File: src/rtl/imul_sched_pkg.sv
// rtl/imul_sched_pkg.sv - shared defaults, widths and shadow-entry type for imul_sched
package imul_sched_pkg;
  localparam int NPORT_DEF = 3;
  localparam int LAT_DEF   = 4;
  localparam int TAGW_DEF  = 9;
  localparam int PORTW_DEF = $clog2(NPORT_DEF);
  localparam int OPW       = 13;
  localparam int OPNDW     = 65;

  typedef struct packed {
    logic                 valid;
    logic [PORTW_DEF-1:0] port;
    logic [TAGW_DEF-1:0]  tag;
  } shadow_t;
endpackage

File: src/rtl/imul_sched_arb.sv
// rtl/imul_sched_arb.sv - one-hot requester arbiter
// IMUL_SCHED_RR_EN selects round-robin; otherwise fixed priority, lowest index wins.
module imul_sched_arb
  import imul_sched_pkg::*;
#(
  parameter int NPORT = NPORT_DEF
) (
`ifdef IMUL_SCHED_RR_EN
  input  logic             clk,
  input  logic             rst,
`endif
  input  logic [NPORT-1:0] i_req,
  input  logic             i_en,
  output logic [NPORT-1:0] o_gnt
);

`ifdef IMUL_SCHED_RR_EN
  localparam int PW = (NPORT > 1) ? $clog2(NPORT) : 1;

  logic [PW-1:0] r_ptr;
  logic [PW-1:0] w_nxt;
  logic          w_found;
  int            w_idx;

  // Search starts at r_ptr; the pointer moves to one past the winner.
  always_comb begin
    o_gnt   = '0;
    w_found = 1'b0;
    w_nxt   = r_ptr;
    w_idx   = 0;
    for (int i = 0; i < NPORT; i++) begin
      w_idx = int'(r_ptr) + i;
      if (w_idx >= NPORT) w_idx = w_idx - NPORT;
      if (i_en && !w_found && i_req[w_idx]) begin
        o_gnt[w_idx] = 1'b1;
        w_found      = 1'b1;
        w_nxt        = (w_idx + 1 == NPORT) ? '0 : PW'(w_idx + 1);
      end
    end
  end

  always_ff @(posedge clk) begin
    if (rst)
      r_ptr <= '0;
    else if (w_found)
      r_ptr <= w_nxt;
  end
`else
  logic w_found;

  always_comb begin
    o_gnt   = '0;
    w_found = 1'b0;
    for (int i = 0; i < NPORT; i++) begin
      if (i_en && !w_found && i_req[i]) begin
        o_gnt[i] = 1'b1;
        w_found  = 1'b1;
      end
    end
  end
`endif

endmodule

File: src/rtl/imul_sched.sv
// rtl/imul_sched.sv - issue scheduler sharing one imul among NPORT requesters
// IMUL_SCHED_RR_EN enables round-robin arbitration (default: fixed priority).
module imul_sched
  import imul_sched_pkg::*;
#(
  parameter int NPORT = NPORT_DEF,
  parameter int LAT   = LAT_DEF,
  parameter int TAGW  = TAGW_DEF
) (
  input  logic                     clk,
  input  logic                     rst,
  input  logic                     stall,
  input  logic                     flush,
  input  logic [NPORT-1:0]         req_vld,
  input  logic [NPORT*OPW-1:0]     req_op,
  input  logic [NPORT*OPNDW-1:0]   req_R,
  input  logic [NPORT*OPNDW-1:0]   req_C,
  input  logic [NPORT*TAGW-1:0]    req_tag,
  output logic [NPORT-1:0]         req_gnt,
  output logic                     mul_clkEn,
  output logic                     mul_en,
  output logic [OPW-1:0]           mul_op,
  output logic [OPNDW-1:0]         mul_R,
  output logic [OPNDW-1:0]         mul_C,
  output logic                     res_vld,
  output logic [$clog2(NPORT)-1:0] res_port,
  output logic [TAGW-1:0]          res_tag
);

  localparam int PW = $clog2(NPORT);

  logic              w_en;
  logic [NPORT-1:0]  w_gnt;
  logic [PW-1:0]     w_port;
  logic [TAGW-1:0]   w_tag;
  shadow_t           w_entry;
  shadow_t           r_pipe [LAT];

  assign w_en = ~stall & ~flush & ~rst;

  imul_sched_arb #(.NPORT(NPORT)) u_arb (
`ifdef IMUL_SCHED_RR_EN
    .clk   (clk),
    .rst   (rst),
`endif
    .i_req (req_vld),
    .i_en  (w_en),
    .o_gnt (w_gnt)
  );

  // AND-OR mux: all-zero operands whenever nothing is granted.
  always_comb begin
    mul_op = '0;
    mul_R  = '0;
    mul_C  = '0;
    w_tag  = '0;
    w_port = '0;
    for (int i = 0; i < NPORT; i++) begin
      if (w_gnt[i]) begin
        mul_op = mul_op | req_op[i*OPW +: OPW];
        mul_R  = mul_R  | req_R[i*OPNDW +: OPNDW];
        mul_C  = mul_C  | req_C[i*OPNDW +: OPNDW];
        w_tag  = w_tag  | req_tag[i*TAGW +: TAGW];
        w_port = w_port | PW'(i);
      end
    end
  end

  assign req_gnt   = w_gnt;
  assign mul_en    = |w_gnt;
  assign mul_clkEn = ~stall;

  always_comb begin
    w_entry       = '0;
    w_entry.valid = mul_en;
    w_entry.port  = PORTW_DEF'(w_port);
    w_entry.tag   = TAGW_DEF'(w_tag);
  end

  // Shadow tracks the imul pipeline; it only moves when the multiplier is clocked.
  always_ff @(posedge clk) begin
    if (rst) begin
      for (int i = 0; i < LAT; i++) r_pipe[i] <= '0;
    end else if (flush) begin
      for (int i = 0; i < LAT; i++) r_pipe[i].valid <= 1'b0;
    end else if (!stall) begin
      r_pipe[0] <= w_entry;
      for (int i = 1; i < LAT; i++) r_pipe[i] <= r_pipe[i-1];
    end
  end

  assign res_vld  = r_pipe[LAT-1].valid & ~flush & ~rst;
  assign res_port = rst ? '0 : PW'(r_pipe[LAT-1].port);
  assign res_tag  = rst ? '0 : TAGW'(r_pipe[LAT-1].tag);

endmodule
File: config.mk
export PLATFORM = sky130hd
export DESIGN_NAME = imul_sched
export DESIGN_NICKNAME = d
export VERILOG_FILES = /design/src/rtl/imul_sched_pkg.sv /design/src/rtl/imul_sched_arb.sv /design/src/rtl/imul_sched.sv
export SDC_FILE = /design/constraint.sdc
export NUM_CORES = 1
export LEC_CHECK = 0
export CAP_MARGIN = 0
export CORE_AREA = 2 2 240 242
export CTS_CLUSTER_SIZE = 10
export DETAILED_ROUTE_END_ITERATION = 8
export DIE_AREA = 0 0 242 244
export SYNTH_ARGS = -nofsm -noshare
export SYNTH_HDL_FRONTEND = slang
export SYNTH_SLANG_ARGS = --single-unit
File: constraint.sdc
create_clock -name clk -period 2.3 [get_ports clk]
set_input_delay 0.345 -clock clk [delete_from_list [all_inputs] [get_ports clk]]
set_output_delay 0.345 -clock clk [all_outputs]
set_load 0.02 [all_outputs]
==> results of run 1 <==
path summary, 6_finish.rpt:
check,from,to,depth (start not counted)
worst max register to register,r_pipe[0][2],r_pipe[1][2],1
worst min register to register,r_pipe[2][2],r_pipe[3][2],1
worst min-delay path,flush,r_pipe[2][11],3
worst max-delay path,stall,mul_C[20],7
power groups by stage:
stage / logic (uW) / clock network (uW) / registers, uW
global route: 1640 / 971 / 1050
global placement: 1480 / 0 / 1060
floorplan: 362 / 0 / 1050
finish: 1560 / 927 / 1040
detailed placement: 1490 / 0 / 1060
CTS: 1530 / 943 / 1040
stage by stage:
| step | TNS, ns | hold WS, ns |
|---|---|---|
| after global routing | -15.83 | 0.412 |
| after global placement | -119.88 | 0.502 |
| final | -6.82 | 0.398 |
| after floorplan | 0 | 0.497 |
| after CTS | -15.40 | 0.411 |
| after detailed placement | -120.16 | 0.504 |
timing repair:
action,CTS,global route
pin swaps,20,40
buffers inserted,23,16
setup endpoints to repair,147,144
cloned,11,6
resized for setup,560,97
cells in the mapped netlist (2+ instances only):
master	instances	area, um^2
a221o_1	152	1520
and3_1	152	951
edfxtp_1	47	1410
clkbuf_1	39	146
and2_1	37	231
buf_2	25	125
nor2b_1	11	68.8
buf_6	8	90.1
buf_4	3	22.5
nor2_1	3	11.3
nor3_1	3	15.0
o21bai_1	3	22.5
inv_1	2	7.51
nand2_1	2	7.51
routing by layer:
metal,wire length (um),vias up,GRT usage (%)
met3,2390,43,2.22
li1,-,3401,-
met2,19000,416,20.6
met1,14800,3564,13.1
met4,1040,0,3.38
met5,0,-,0
critical path: cells and delay by family:
family	cells	cell delay [ns]
simple gates	2	0.72
compound gates	1	0.21
buf+inv	4	0.77
cell families after synthesis:
| logic type | Yosys count |
|---|---|
| buffers and inverters | 78 |
| multiplexers | 1 |
| AND/OR/NAND/NOR | 213 |
| flip-flops | 48 |
| AO/OA/AOI/OAI | 156 |
cell usage in the layout (no fill, tap or decap), types with 3 or more instances in the layout:
cell type | netlist | layout
a221o_1 | 152 | 151
and2_1 | 37 | 37
and3_1 | 152 | 152
buf_12 | 0 | 30
buf_16 | 0 | 9
buf_2 | 25 | 3
buf_4 | 3 | 48
buf_6 | 8 | 100
buf_8 | 1 | 8
clkbuf_16 | 0 | 10
clkdlybuf4s15_2 | 0 | 47
clkdlybuf4s50_1 | 0 | 471
edfxtp_1 | 47 | 47
nor2_1 | 3 | 3
nor2b_1 | 11 | 11
cell type report:
type | count | area (um^2) | area share [%]
inverter | 2 | 7.51 | 0.0561
timing repair buffer | 724 | 7860 | 58.8
clock buffer | 5 | 125 | 0.935
multi-input combinational | 370 | 2930 | 21.9
sequential | 48 | 1430 | 10.7
clock inverter | 3 | 68.8 | 0.515
antenna | 2 | 5.00 | 0.0374
tap | 756 | 946 | 7.07
==> reports/qor.yml, run 1 <==
sta:
  number_of_setup_violations_in_the_final_report: 110
  worstMarginPinSlew_ns: 1.07
  timing.max_slew.rel_slack_pct: 28.8
  post-route-period-util_pct: 106
  timing.final.crit_period_ns: 2.45
  worst_case_setup_margin_in_the_final_layout_ns: -0.147
  max_freq_ghz: 0.409
  fin_clk_skew_ns: 0.00650
  slew_viol_final: 0
  finalHoldViolCount: 0
  setup_repair_after_global_routing_missed_its_margin: "yes"
floorplan:
  die-height_um: 244
  initial_core_util_pct: 8.42
  row_count: 87
  io_pins: 623
  core_um2: 56200
  die_width_um: 242
  full_die_area_um2: 59000
setup_path:
  worstPathMaxFanout: 38
  timing.critical_path.to_type: "output pin"
  reg2reg_slack_ns: 1.56
  crit_chain: "buf_6 -> or3_4 -> nor4b_4 -> buf_4 -> buf_12 -> a221o_1 -> clkdlybuf4s15_2"
  crit_path_max_incr_delay_ns: 0.43
  crit_slowest_cell: "or3_4"
  setup.worst_path.start_class: "input pin"
  critPathKind: "input pin to output pin"
  timing.critical_path.required_ns: 1.96
  arrival_ns: 2.10
pwr:
  pint_uw: 2680
  total_switching_power_uw: 838
  power.leakage_uw: 0.00561
  power.switching_fraction_pct: 23.8
  max-vdd-ir-drop_uv: 287
  power_density_over_the_cells_nw_per_um2: 263
  power.share.combinational_pct: 44.2
  power_frac_clock_pct: 26.3
  seq_power_share_pct: 29.5
  fin_total_pwr_uw: 3520
layout:
  fin_util_pct: 23.8
  area_growth_pct: 183
  instances_no_fill: 1910
  largest_reg_flops: 48
  num-nets-final: 1614
  top_regs: "r_pipe: 48 flops"
  fill_cells: 6065
  layout_cells_sized_above_1_pct: 23.0
  largest_register: "r_pipe"
  final_cell_area_um2: 13400
global_route:
  first_pass_grt_wire_length_um: 50200
  antenna_found_initial: 3
  globalRouteTotalUtil_pct: 11.2
  pin_count_of_the_biggest_net_entering_global_routing: 72
  grt_overflow: 0
  grt_pass1_vias: 7818
placement:
  routability_cong: 0.949
  placedInstanceArea_um2: 12100
  hpwl_reported_at_the_end_of_detailed_placement_um: 28400
  dp_worst_setup_slack_ns: -0.936
  placed_cells: 1851
  port-buffer-count: 622
yosys:
  synth_edf_count: 47
  post_synth_xor_area_fraction_pct: 0
  yosys.area_share.simple_pct: 28.2
  gate_count_post_synth: 496
  cell_variety_after_synth: 23
  postSynth.asyncResetShare_pct: 0
  postSynthAreaPerCell_um2: 9.54
  mappedNetlistArea_um2: 4730
  combinational_family_with_the_most_area_after_synthesis: "compound AO/OA/AOI/OAI gates"
  synth.yosys.seq_area_share_pct: 30.2
  synth-compound-area-share_pct: 32.7
  most_used_dff_post_synth: "edfxtp_1"
  synth.yosys.warnings: 0
  yosys-mux-area-fraction_pct: 0.212
  synthesis.nets: 959
  synth.ff_latch_count: 48
  post_synth_fa_ha_maj_area_fraction_pct: 0
routing:
  post-route-drc-count: 0
  drt-pass1-iter-count: 5
  post_drt_wl_per_cell_um: 19.5
  first_iter_violations: 420
  antenna_violating_nets_post_route: 0
  routed-via-count: 7424
  avgViaCountPerCell: 3.89
  postRouteWirelength_um: 37300
run_status:
  outcome: "finished, violations left"
  violations: "negative setup slack"
flow_run:
  drv.max_cap_violation_count: 0
clock_tree:
  tritoncts_clock_tree: "done"
  tritoncts.num_buffers: 5
  h_tree_lvl_count: 2
  cts.clk_slew.worst_paths_ns: 0.06
  clk_path_buf_depth: 2
  cts_num_sinks: 48
  cts_hold_bufs: 0
  insertion_delay_ns: 0.28
  cts_root_buf: "clkbuf_16"
hold_path:
  min_path_type: "input pin to register"
Power figures use the tool's default switching activity.
==> run 2: changes to the inputs <==
--- a/config.mk
+++ b/config.mk
@@ -7,7 +7,7 @@
 export LEC_CHECK = 0
 export CAP_MARGIN = 0
 export CORE_AREA = 2 2 240 242
-export CTS_CLUSTER_SIZE = 10
+export CTS_CLUSTER_SIZE = 16
 export DETAILED_ROUTE_END_ITERATION = 8
 export DIE_AREA = 0 0 242 244
 export SYNTH_ARGS = -nofsm -noshare
==> results of run 2 <==
Final layout, timing and power as in run 1 (identical DEF).
